--- src/rtl/ctrl_pkg.sv ---
// ctrl_pkg: state encodings, opcodes and mux/ALU select codes shared by the multi-cycle control
package ctrl_pkg;
    typedef enum logic [3:0] {
        FETCH     = 4'd0,
        DECODE    = 4'd1,
        EXEC_R    = 4'd2,
        EXEC_I    = 4'd3,
        ALU_WB    = 4'd4,
        MEM_ADDR  = 4'd5,
        MEM_READ  = 4'd6,
        MEM_WB    = 4'd7,
        MEM_WRITE = 4'd8,
        BRANCH    = 4'd9,
        HALT      = 4'd10
    } state_t;
    localparam logic [6:0] OP_R  = 7'b0110011;
    localparam logic [6:0] OP_I  = 7'b0010011;
    localparam logic [6:0] OP_LW = 7'b0000011;
    localparam logic [6:0] OP_SW = 7'b0100011;
    localparam logic [6:0] OP_BR = 7'b1100011;
    localparam logic [1:0] ALU_OP_ADD   = 2'b00;
    localparam logic [1:0] ALU_OP_SUB   = 2'b01;
    localparam logic [1:0] ALU_OP_FUNCT = 2'b10;
    localparam logic [1:0] ALU_SRC_A_PC     = 2'b00;
    localparam logic [1:0] ALU_SRC_A_PC_OLD = 2'b01;
    localparam logic [1:0] ALU_SRC_A_RS1    = 2'b10;
    localparam logic [1:0] ALU_SRC_B_RS2    = 2'b00;
    localparam logic [1:0] ALU_SRC_B_4      = 2'b01;
    localparam logic [1:0] ALU_SRC_B_IMM    = 2'b10;
endpackage

--- src/rtl/ctrl_watchdog.sv ---
// ctrl_watchdog: counts data-memory wait cycles and flags the cycle that exhausts the budget
//   clock, reset : clock and asynchronous active-high reset
//   clr          : hold the counter at zero (outside memory states)
//   en           : this cycle is a wait cycle (memory state, mem_ready low)
//   timeout      : this wait cycle is the MEM_TIMEOUT-th consecutive one
module ctrl_watchdog #(
    parameter int MEM_TIMEOUT = 15
) (
    input  logic clock,
    input  logic reset,
    input  logic clr,
    input  logic en,
    output logic timeout
);
    localparam int W = $clog2(MEM_TIMEOUT + 1);
    logic [W-1:0] cnt;
    always_ff @(posedge clock or posedge reset) begin
        if (reset) cnt <= '0;
        else if (clr) cnt <= '0;
        else if (en) cnt <= cnt + W'(1);
    end
    assign timeout = en && cnt == W'(MEM_TIMEOUT - 1);
endmodule

--- src/rtl/controle_multiciclo.sv ---
// controle_multiciclo: multi-cycle RV32I-subset control FSM with memory wait-states and halt/illegal detection
//   clock, reset : clock and asynchronous active-high reset
//   instrucao    : IR contents; zero : ALU equality flag; mem_ready : data memory done
//   pc_en, pc_source, ir_write, alu_src_a, alu_src_b, alu_op, mem_read, mem_write,
//   reg_write, mem_to_reg : datapath controls; halted, erro : halt status; estado : state for debug
//   Optional CTRL_PERF_COUNT_EN adds ciclos/instrucoes performance counters.
module controle_multiciclo import ctrl_pkg::*; #(
    parameter int MEM_TIMEOUT = 15
`ifdef CTRL_PERF_COUNT_EN
    , parameter int CONT_WIDTH = 32
`endif
) (
    input  logic        clock,
    input  logic        reset,
    input  logic [31:0] instrucao,
    input  logic        zero,
    input  logic        mem_ready,
    output logic        pc_en,
    output logic        pc_source,
    output logic        ir_write,
    output logic [1:0]  alu_src_a,
    output logic [1:0]  alu_src_b,
    output logic [1:0]  alu_op,
    output logic        mem_read,
    output logic        mem_write,
    output logic        reg_write,
    output logic        mem_to_reg,
    output logic        halted,
    output logic        erro,
    output logic [3:0]  estado
`ifdef CTRL_PERF_COUNT_EN
    , output logic [CONT_WIDTH-1:0] ciclos
    , output logic [CONT_WIDTH-1:0] instrucoes
`endif
);
    state_t state, next;
    logic err_next, mem_st, wd_clr, wd_en, tmo;
    logic [6:0] opcode;
    assign opcode = instrucao[6:0];
    assign mem_st = state == MEM_READ || state == MEM_WRITE;
    assign wd_clr = !mem_st;
    assign wd_en  = mem_st && !mem_ready;
    ctrl_watchdog #(.MEM_TIMEOUT(MEM_TIMEOUT)) u_watchdog (
        .clock(clock),
        .reset(reset),
        .clr(wd_clr),
        .en(wd_en),
        .timeout(tmo)
    );
    always_comb begin
        next = state;
        err_next = 1'b0;
        case (state)
            FETCH: next = DECODE;
            DECODE: begin
                if (instrucao == 32'd0) next = HALT;
                else if (opcode == OP_R) next = EXEC_R;
                else if (opcode == OP_I) next = EXEC_I;
                else if (opcode == OP_LW || opcode == OP_SW) next = MEM_ADDR;
                else if (opcode == OP_BR) next = BRANCH;
                else begin
                    next = HALT;
                    err_next = 1'b1;
                end
            end
            EXEC_R, EXEC_I: next = ALU_WB;
            ALU_WB, MEM_WB, BRANCH: next = FETCH;
            MEM_ADDR: next = opcode == OP_SW ? MEM_WRITE : MEM_READ;
            // mem_ready has priority: tmo only fires on a cycle with mem_ready low
            MEM_READ: begin
                next = mem_ready ? MEM_WB : tmo ? HALT : MEM_READ;
                err_next = tmo;
            end
            MEM_WRITE: begin
                next = mem_ready ? FETCH : tmo ? HALT : MEM_WRITE;
                err_next = tmo;
            end
            default: next = HALT;
        endcase
    end
    always_ff @(posedge clock or posedge reset) begin
        if (reset) begin
            state <= FETCH;
            erro <= 1'b0;
`ifdef CTRL_PERF_COUNT_EN
            ciclos <= '0;
            instrucoes <= '0;
`endif
        end else begin
            state <= next;
            if (err_next) erro <= 1'b1;
`ifdef CTRL_PERF_COUNT_EN
            if (state != HALT) begin
                ciclos <= ciclos + CONT_WIDTH'(1);
                if (next == FETCH && (state == ALU_WB || state == MEM_WB || state == MEM_WRITE || state == BRANCH))
                    instrucoes <= instrucoes + CONT_WIDTH'(1);
            end
`endif
        end
    end
    // state resets to FETCH, so strobes are gated by reset to keep FETCH's enables quiet while it is held
    assign pc_en      = !reset && (state == FETCH || (state == BRANCH && zero));
    assign pc_source  = !reset && state == BRANCH;
    assign ir_write   = !reset && state == FETCH;
    assign alu_src_a  = reset ? ALU_SRC_A_PC :
                        state == DECODE ? ALU_SRC_A_PC_OLD :
                        (state == EXEC_R || state == EXEC_I || state == MEM_ADDR || state == BRANCH) ? ALU_SRC_A_RS1 :
                        ALU_SRC_A_PC;
    assign alu_src_b  = reset ? ALU_SRC_B_RS2 :
                        state == FETCH ? ALU_SRC_B_4 :
                        (state == DECODE || state == EXEC_I || state == MEM_ADDR) ? ALU_SRC_B_IMM :
                        ALU_SRC_B_RS2;
    assign alu_op     = reset ? ALU_OP_ADD :
                        (state == EXEC_R || state == EXEC_I) ? ALU_OP_FUNCT :
                        state == BRANCH ? ALU_OP_SUB : ALU_OP_ADD;
    assign mem_read   = !reset && state == MEM_READ;
    assign mem_write  = !reset && state == MEM_WRITE;
    assign reg_write  = !reset && (state == ALU_WB || state == MEM_WB);
    assign mem_to_reg = !reset && state == MEM_WB;
    assign halted     = !reset && state == HALT;
    assign estado     = state;
endmodule

--- config.mk ---
export PLATFORM = sky130hd
export DESIGN_NAME = controle_multiciclo
export DESIGN_NICKNAME = d
export VERILOG_FILES = /design/src/rtl/ctrl_pkg.sv /design/src/rtl/ctrl_watchdog.sv /design/src/rtl/controle_multiciclo.sv
export SDC_FILE = /design/constraint.sdc
export NUM_CORES = 1
export LEC_CHECK = 0
export BUFFER_PORTS_ARGS = -buffer_cell sky130_fd_sc_hd__buf_2
export CORE_MARGIN = 4
export CORE_UTILIZATION = 36
export CTS_BUF_LIST = sky130_fd_sc_hd__clkbuf_16
export CTS_CLUSTER_SIZE = 24
export DETAILED_ROUTE_END_ITERATION = 6
export PLACE_DENSITY = 0.82
export SLEW_MARGIN = 20
export SYNTH_ARGS = -nofsm -noshare
export SYNTH_HDL_FRONTEND = slang
export SYNTH_SLANG_ARGS = --single-unit
--- constraint.sdc ---
create_clock -name clock -period 1.2 [get_ports clock]
set_input_delay 0.12 -clock clock [delete_from_list [all_inputs] [get_ports clock]]
set_output_delay 0.12 -clock clock [all_outputs]
set_load 0.05 [all_outputs]
---- Yosys cells after proc, flatten, opt, wreduce, memory -nomap -nowiden ----
Cells that the tools add are included.
cells by class
  reduce and logical (&&, ||, !) cells .... 27
  add/subtract/negate cells ............... 1
  multiplexer cells ....................... 28
  eq/ne operators ......................... 17
operator list
  operator             count
  $mux 4               10
  $logic_not 32->1     1
  $pmux 4 s7           1
  $mux 2               10
  $eq 4x3->1 const B   4
  $eq 4x4->1 const B   4
  $eq 7x6->1 const B   2
  $logic_and 1x1->1    11
  $logic_or 1x1->1     9
  $eq 4x2->1 const B   2
  $eq 7x2->1 const B   1
  $eq 7x5->1 const B   1
  $eq 7x7->1 const B   1
  $mux 1               6
  $add 4x1->4 const B  1
  $eq 4x1->1 const B   1
  $logic_not 4->1      1
  $reduce_or 2->1      2
  $reduce_or 3->1      1
  $logic_not 1->1      2
  $ne 2x1->1 const B   1
  $pmux 1 s2           1
storage, ports and cells
  register bits ........................... 9
  input port bits ......................... 36

---- Longest topological paths before layout ----
Gate-level depths: netlist of the first run.
  depth in word-level cells ............... 7
  mapped depth ............................ 6

---- Hierarchy ----
A second synthesis of the first run with hierarchy kept.
second synthesis, totals
  cell total of the unflattened synthesis .. 106
  area total of the unflattened synthesis .. 830.8 µm²
modules (own cells, without submodules)
  module               area each (µm²)  cells each  instances
  controle_multiciclo  604.3            85          1
  ctrl_watchdog        226.5            21          1

---- Least setup slack after synthesis of the first run ----
No wires, ideal clock.
  kind .................................... register to output
  from .................................... reg state[0] (netlist: estado[0])
  to ...................................... out alu_src_b[1]
  path buffers ............................ 1
  arrival time ............................ 3,453 ps
  stages on the path, launching flop included .. 4
  required time ........................... 1,080 ps
  slack ................................... -2,373 ps
  path through ............................ dfrtp_1 > clkbuf_1 > inv_1 > a2111oi_0
between the ends
  word-level cells in the longest chain between the ends .. 6
  elaborated cells between the ends (all ways) .. 9
  those cells by class .................... eq/ne: 3; mux: 3; reduce/logical: 3
ends and longest elaborated chain
  what                                      line                        source
  from (decl)                               controle_multiciclo.sv:36   state_t state, next;
  from (signal assigned)                    controle_multiciclo.sv:90   state <= next;
  $eq 4x1->1 or $eq 4x2->1 (tied branches)  controle_multiciclo.sv:111  (state == DECODE || state == EXEC_I || state == MEM_ADDR) ? ALU_SRC_B_IMM :
  $logic_or 1x1->1 (2 in a row)             controle_multiciclo.sv:111
  $mux 2                                    controle_multiciclo.sv:111
  $mux 2 *                                  controle_multiciclo.sv:110  state == FETCH ? ALU_SRC_B_4 :
  $mux 2 *                                  controle_multiciclo.sv:109  assign alu_src_b = reset ? ALU_SRC_B_RS2 :
  to (decl)                                 controle_multiciclo.sv:22   output logic [1:0] alu_src_b,
Mark *: on every way between the ends. The rest lies on a longest branch, timed or not.

---- Worst setup path in the final report of the first run ----
  from .................................... reg state[2] (netlist: estado[2])
  to ...................................... out alu_src_a[1]
between the ends
  word-level cells in the longest chain between the ends .. 7
  elaborated cells between the ends (all ways) .. 11
  those cells by class .................... eq/ne: 5; mux: 3; reduce/logical: 3
ends and longest elaborated chain
  what                           line                        source
  $eq 4x2->1                     controle_multiciclo.sv:107  (state == EXEC_R || state == EXEC_I || state == MEM_ADDR || state == BRANCH) ? ALU_SRC_A_RS1 :
  $logic_or 1x1->1 (3 in a row)  controle_multiciclo.sv:107
  $mux 2                         controle_multiciclo.sv:107
  $mux 2 *                       controle_multiciclo.sv:106  state == DECODE ? ALU_SRC_A_PC_OLD :
  $mux 2 *                       controle_multiciclo.sv:105  assign alu_src_a = reset ? ALU_SRC_A_PC :
  to (decl)                      controle_multiciclo.sv:21   output logic [1:0] alu_src_a,
Marked as above.

==> out/metrics.yaml, run 1 <==
status: "finished with violations"
failed_checks: "negative setup slack"
grt.overflow.total: 0
cts.sinks: 9
finalClockSkew_ns: 0.00759
ioPinCount: 55
rrSetupSlack_ns: -0.43
fin_cells: 222
drc: 0
netlist_instances: 101
synth-compound-area-share_pct: 16.6
period_needed_ns: 1.68
cp-end-kind: "primary output"
layout_commonest_cell: "buf_2"
yosysSeqAreaShare_pct: 28.8
routed_wl_mm: 6.33
crit_type: "reg2out"
die_width_um: 54.6
worst_pin_slew_ns: 0.432
htreeDepth: 1
firstDrtPassIters: 5
drtIter0Drc: 140
synthAdderAreaFrac_pct: 4.63
leakage_nw: 0.866
grt_pass1_wl_mm: 6.20
syn_area_um2: 783
yosysWarnings: 0
place_area_um2: 1420
synthMuxAreaShare_pct: 2.72
finalWeightedCongestion: 0.870
setup_slack_ns: -0.481
ant_nets: 0
peakVddDrop_mv: 2.13
r2r-end: "estado[1]$_DFF_PP0_"
synth-simple-area-share_pct: 37.1
hold_path_class: "in2async"
num_vias: 1496
synth-xor-area-share_pct: 3.35
design_area_um2: 1920
wire_per_inst_um: 28.5
portBuffers: 54
cts_hold_buf: 0
grt_use_total_pct: 30.1
dpl.cell_count: 198
finalCritPeriodShare_pct: 140
cts_tree: "done"
fillers: 56
dieArea_um2: 2990
drive_above_1_share_pct: 70.5
start_util_pct: 38.7
nets: 232
finalMaxSlewViolations: 0
synth.ff_latch_count: 9
multiInputGateArea_um2: 782
hold_viol_final: 0
clk_latency_ns: 0.24
antenna_found_initial: 1
worstSetupStartpointType: "flop"
rr_worst_depth: 6
cts_buffers: 3
clock_path_buffers: 2
max_slew_margin_pct: 71.0
viasPerCell: 6.74
design_power_total_mw: 4.81
rows: 16
cp.required_ns: 1.08
synth_top_family_by_area: "simple AND/OR/NAND/NOR gates"
final_cell_mix: "buf_2, buf_4, buf_6, nor4_1, nor2_4"
regToRegStartpoint: "u_watchdog.cnt[0]$_DFFE_PP0P_"
setup_violations: 26
regArea_um2: 233
power.density_nw_per_um2: 2510
arrival_ns: 1.56
synth.distinct_cells: 35
area_growth_pct: 145
cts_root_buf: "clkbuf_16"
fmax_mhz: 595
cap_violations: 0
coreArea_um2: 2020
die_h_um: 54.6
mappedNetlistNets: 139
rsz0062_at_grt: "true"
grt_max_degree: 11
grt_pass1_vias: 1299
avgSynthCellArea_um2: 7.75
clkTransAtPathRegs_ns: 0.04
critical_path_peak_fanout: 5
dp_hpwl_mm: 2.46
-- sequential cells by signal (all words and copies together) (netlist names) --
| signal | count |
|---|---|
| u_watchdog.cnt | 4 |
| estado | 4 |
| erro | 1 |
-- power breakdown --
group | leakage, nW | switching (mW) | total [mW] | internal, mW
registers | 0.110 | 0.187 | 0.581 | 0.394
logic | 0.714 | 2.01 | 3.63 | 1.62
clock network | 0.0423 | 0.162 | 0.599 | 0.437
-- cell type report --
type	count	area share, %
well taps	27	1.76
clock buffers	3	3.92
repair buffers	95	39.8
flip-flops and latches	9	12.1
diodes	2	0.261
clock inverters	1	0.196
multi-input cells	79	40.8
inverters	6	1.17
-- metrics by stage --
stage | utilization, % | setup TNS, ns | setup WS [ns] | hold slack [ns]
3_5_place_dp | 70.3 | -3.71 | -0.273 | 0.386
5_1_grt | 94.7 | -8.40 | -0.543 | 0.198
3_3_place_gp | 70.3 | -2.82 | -0.219 | 0.359
6_report | 94.8 | -7.79 | -0.481 | 0.185
2_1_floorplan | - | -7.16 | -0.833 | 0.0403
4_1_cts | 84.5 | -5.59 | -0.394 | 0.138
-- how the worst max path moves through the flow --
stage                                    from                   to  depth (start not counted)
after floorplan           estado[3]$_DFF_PP0_         alu_src_b[0]                          4
after detailed placement  estado[2]$_DFF_PP0_         alu_src_a[1]                          5
after global placement    estado[3]$_DFF_PP0_            reg_write                          4
after global routing      estado[1]$_DFF_PP0_  estado[3]$_DFF_PP0_                          6
after CTS                 estado[3]$_DFF_PP0_            reg_write                          4
final                     estado[2]$_DFF_PP0_         alu_src_a[1]                          6
-- synth_stat cells (all sizes together) --
library cell / n / area share [%]
dfrtp: 9 / 29
ha: 2 / 3.2
o22ai: 1 / 0.80
or2: 1 / 0.80
nand2b: 4 / 3.2
maj3: 1 / 1.4
o221ai: 1 / 1.1
a21oi: 4 / 2.6
mux2i: 1 / 1.3
xnor2: 1 / 1.1
nand4b: 2 / 2.2
nor2b: 4 / 3.2
nand2: 2 / 0.96
nand3: 1 / 0.64
inv: 6 / 2.9
nor4: 9 / 7.2
xor2: 2 / 2.2
nor3: 5 / 3.2
buf: 2 / 1.6
a2bb2oi: 1 / 1.1
nor4b: 2 / 2.2
clkbuf: 5 / 2.4
o311ai: 1 / 2.1
nor2: 16 / 7.7
a32oi: 1 / 1.1
a21o: 1 / 0.96
a211oi: 1 / 0.96
a2111oi: 1 / 1.1
nand4bb: 1 / 1.4
nand4: 3 / 2.4
mux2: 1 / 1.4
nor3b: 2 / 1.9
o21ai: 6 / 3.8
o211ai: 1 / 0.96
-- logic make-up after synthesis --
family                     after synthesis
and+or+nand+nor                         52
AOI/OAI and AO/OA                       19
buffers and inverters                   13
DFF                                      9
xor gates and xnor gates                 3
adders and majority gates                3
muxes                                    2
-- critical path: stages (launching register included) --
cell	delay (ns)
dfrtp_2	0.43
buf_4	0.15
nand2b_4	0.09
a211oi_4	0.24
a21oi_1	0.12
nor2_4	0.13
buf_8	0.15
-- timing repair --
action | CTS | global route
gates resized for setup | 53 | 26
pin swaps | 8 | 8
endpoints found under the setup margin | 24 | 27
setup buffers | 4 | 15
endpoints found under the hold margin | 0 | 0
-- layer usage --
layer | track usage [%] | part of all wire [%]
met2 | 55.7 | 47
met5 | 0 | 0
met1 | 29.6 | 30
met3 | 5.99 | 12
met4 | 19.9 | 11
No activity file was read; power rests on OpenSTA's default activity.
==> run 2, diff against run 1 <==
--- a/config.mk
+++ b/config.mk
@@ -5,13 +5,13 @@
 export SDC_FILE = /design/constraint.sdc
 export NUM_CORES = 1
 export LEC_CHECK = 0
-export BUFFER_PORTS_ARGS = -buffer_cell sky130_fd_sc_hd__buf_2
 export CORE_MARGIN = 4
-export CORE_UTILIZATION = 36
+export CORE_UTILIZATION = 40
 export CTS_BUF_LIST = sky130_fd_sc_hd__clkbuf_16
 export CTS_CLUSTER_SIZE = 24
 export DETAILED_ROUTE_END_ITERATION = 6
-export PLACE_DENSITY = 0.82
+export DONT_BUFFER_PORTS = 1
+export PLACE_DENSITY = 0.64
 export SLEW_MARGIN = 20
 export SYNTH_ARGS = -nofsm -noshare
 export SYNTH_HDL_FRONTEND = slang
==> out/metrics.yaml, run 2 <==
portBuffers: 0  # was 54
avgSynthCellArea_um2: 7.75  # unchanged
antenna_found_initial: 0
yosysMostFrequentCell: "nor2_1"  # unchanged
cts_hold_buf: 0  # unchanged
synthTopCellsByArea: "dfrtp_1, nor2_1, nor4_1"  # unchanged
syn_area_um2: 783  # unchanged
clock_path_buffers: 2  # unchanged
synth.ff_latch_count: 9  # unchanged
status: "did not finish"  # was finished with violations
synth_common_cells: "nor2_1, dfrtp_1, nor4_1"  # unchanged
yosys.area.top_type: "dfrtp_1"  # unchanged
flow.stopped_at: "global routing"
endpoint_type: "primary output"
cts_buffers: 3  # unchanged
synth_enable_flop_cells: 0  # unchanged
async_flop_share_pct: 100  # unchanged
mappedNetlistNets: 139  # unchanged
netlist_instances: 101  # unchanged
cts_root_buf: "clkbuf_16"  # unchanged
start_util_pct: 43.9  # was 38.7%
ys.flop_type: "dfrtp_1"  # unchanged
rows: 15  # was 16
cts.sinks: 9  # unchanged
finalWeightedCongestion: 0.834  # was 0.870
grt-worst-endpoint: "pc_en"
yosysSeqAreaShare_pct: 28.8  # unchanged
dp_hpwl_mm: 2.25  # was 2.46 mm
htreeDepth: 1  # unchanged
synthDominantCellAreaShare_pct: 28.8  # unchanged
yosysWarnings: 0  # unchanged
grt_max_degree: 10
error: "[ERROR DPL-0033] detailed placement checks failed during check placement."
synth.distinct_cells: 35  # unchanged
die_width_um: 52.3  # was 54.6 um
ioPinCount: 55  # unchanged
die_h_um: 52.3  # was 54.6 um
[run 2: cell families after synthesis]
family,Yosys count,synth area share (%)
AO/OA/AOI/OAI,19,16.6
AND/OR/NAND/NOR,52,37.1
flip-flops,9,28.8
buffers and inverters,13,6.87
multiplexers,2,2.72
adder cells (fa/ha/maj),3,4.63
XOR/XNOR,3,3.36
[run 2: through the flow]
stage / cell area [um2] / setup slack [ns] / hold slack (ns) / cells
floorplan: 1030 / -0.833 / 0.0403 / 101
global placement: 1380 / -0.172 / 0.237 / 160
detailed placement: 1380 / -0.233 / 0.260 / 160
CTS: 1620 / -0.370 / 0.0109 / 170
[run 2: what timing repair did]
action / in CTS
setup buffers: 6
setup endpoints to repair: 23
gates resized for setup: 21
pin swaps: 6
==> run 3, diff against run 2 <==
--- a/config.mk
+++ b/config.mk
@@ -5,13 +5,11 @@
 export SDC_FILE = /design/constraint.sdc
 export NUM_CORES = 1
 export LEC_CHECK = 0
-export CORE_MARGIN = 4
-export CORE_UTILIZATION = 40
-export CTS_BUF_LIST = sky130_fd_sc_hd__clkbuf_16
-export CTS_CLUSTER_SIZE = 24
+export CORE_AREA = 4 4 65 67
 export DETAILED_ROUTE_END_ITERATION = 6
+export DIE_AREA = 0 0 69 71
 export DONT_BUFFER_PORTS = 1
-export PLACE_DENSITY = 0.64
+export PLACE_DENSITY_LB_ADDON = 0.15
 export SLEW_MARGIN = 20
 export SYNTH_ARGS = -nofsm -noshare
 export SYNTH_HDL_FRONTEND = slang
==> constraint.sdc (replaced) <==
create_clock -name clock -period 1.6 [get_ports clock]
set_input_delay 0.16 -clock clock [delete_from_list [all_inputs] [get_ports clock]]
set_output_delay 0.16 -clock clock [all_outputs]
set_load 0.05 [all_outputs]
==> out/metrics.yaml, run 3 (same netlist as run 1, synthesis figures left out) <==
status: "completed"  # was did not finish
rrSetupSlack_ns: 0.20
clk_latency_ns: 0.23
peakVddDrop_mv: 0.585
area_growth_pct: 87.1
dp_hpwl_mm: 2.11  # was 2.25 mm
arrival_ns: 1.44
cp-end-kind: "primary output"
grt.overflow.total: 0
period_needed_ns: 1.60
busiest_layer: "met2"
grt_use_met1_pct: 12.5
critical_path_peak_fanout: 7
met2_usage_pct: 20.4
cts_root_buf: "clkbuf_8"  # was clkbuf_16
crit_path_end: "alu_src_b[1]"
portBuffers: 0  # unchanged
grt_pass1_vias: 971
viasPerCell: 4.81
fin_cells: 186
grt_max_degree: 10
r2r-end: "estado[1]$_DFF_PP0_"
hold_path_class: "in2reg"
cts_buffers: 3  # unchanged
leakage_nw: 0.588
place_area_um2: 1250  # was 1380 um2
grt_use_total_pct: 11.4
routed_wl_mm: 2.70
hold_depth: 2
hold_viol_final: 0
clock_path_buffers: 2  # unchanged
rr_worst_depth: 4
setup_violations: 0
rows: 22  # was 15
num_vias: 894
cts.sinks: 9  # unchanged
grt_pass1_wl_mm: 4.64
layout_commonest_cell: "buf_4"
wire_per_inst_um: 14.5
pre_cts_slack_ns: 0.117  # was -0.233 ns
ant_nets: 0
setup_slack_ns: 0.00482
dpl.cell_count: 166  # was 160
max_slew_margin_pct: 67.4
drtIter0Drc: 18
regToRegStartpoint: "estado[3]$_DFF_PP0_"
finalCritPeriodShare_pct: 99.7
startpoint: "estado[1]$_DFF_PP0_"
fillers: 392
coreArea_um2: 3630
ioPinCount: 55  # unchanged
drc: 0
start_util_pct: 21.6  # was 43.9%
die_width_um: 69  # was 52.3 um
grt_util_met3_pct: 3.84
drive_above_1_share_pct: 50.0
whs_ns: 0.0880
dieArea_um2: 4900
power.density_nw_per_um2: 1670
clkTransAtPathRegs_ns: 0.05
finalWeightedCongestion: 0.778  # was 0.834
die_h_um: 71  # was 52.3 um
nets: 177
finalClockSkew_ns: 0.00313
finalMaxSlewViolations: 0
final_cell_mix: "buf_4, nor2_1, buf_12, nor4_1"
crit_type: "reg2out"
worst_pin_slew_ns: 0.489
antenna_found_initial: 0
design_area_um2: 1470
rsz0062_at_grt: "true"
antenna_cells: 0
firstDrtPassIters: 4
cp.required_ns: 1.44
cap_violations: 0
fmax_mhz: 627
cts_tree: "done"
htreeDepth: 1  # unchanged
worstSetupStartpointType: "flop"
## run 3: timing repair
| item | 4_1_cts | 5_1_grt |
|---|---|---|
| hold buffers | 1 | 0 |
| setup buffers | 11 | 4 |
| gates cloned | 0 | 0 |
| pin swaps | 3 | 3 |
| resized for setup | 6 | 4 |
| setup endpoints to repair | 10 | 9 |
| hold endpoints to repair | 9 | 0 |
## run 3: layout make-up
cell class / count / area (um2) / share of cell area, %
Clock buffer: 4 / 45.0 / 3.07
Multi-Input combinational cell: 79 / 677 / 46.2
Timing Repair Buffer: 40 / 430 / 29.4
Sequential cell: 9 / 230 / 15.7
Tap cell: 48 / 60.1 / 4.10
Inverter: 6 / 22.5 / 1.54
## run 3: power breakdown
group / leakage (nW) / internal [mW] / switching (mW) / total [mW]
Clock: 0.0228 / 0.173 / 0.0847 / 0.258
Combinational: 0.455 / 0.811 / 1.01 / 1.82
Sequential: 0.110 / 0.290 / 0.0849 / 0.375
Total: 0.588 / 1.27 / 1.18 / 2.45
## run 3: worst max-delay path, cell delays in order, from the launching register on
cell and delay (ns):
dfrtp_2 0.45, buf_4 0.17, a2111oi_4 0.40, buf_12 0.18
## run 3: how the worst min path moves through the flow
stage	startpoint	end	slack, ns
after floorplan	reset	erro$_DFFE_PP0P_	0.03
after global placement	reset	estado[2]$_DFF_PP0_	0.15
after detailed placement	reset	erro$_DFFE_PP0P_	0.15
after CTS	mem_ready	u_watchdog.cnt[0]$_DFFE_PP0P_	0.08
after global routing	mem_ready	u_watchdog.cnt[0]$_DFFE_PP0P_	0.09
final	mem_ready	u_watchdog.cnt[1]$_DFFE_PP0P_	0.09
## run 3: per-stage QoR
stage	total power, mW	util, %	setup TNS (ns)
6_report	2.45	40.3	0
3_5_place_dp	1.88	34.5	0
5_1_grt	2.62	40.3	-0.295
3_3_place_gp	1.86	34.5	0
4_1_cts	2.37	39.0	0
2_1_floorplan	1.50	-	-1.54
## run 3: routing by layer
metal,part of all wire [%],wire length (um)
met1,38,1040
met3,7.3,198
met4,0.37,10
met2,54,1460
met5,0,0
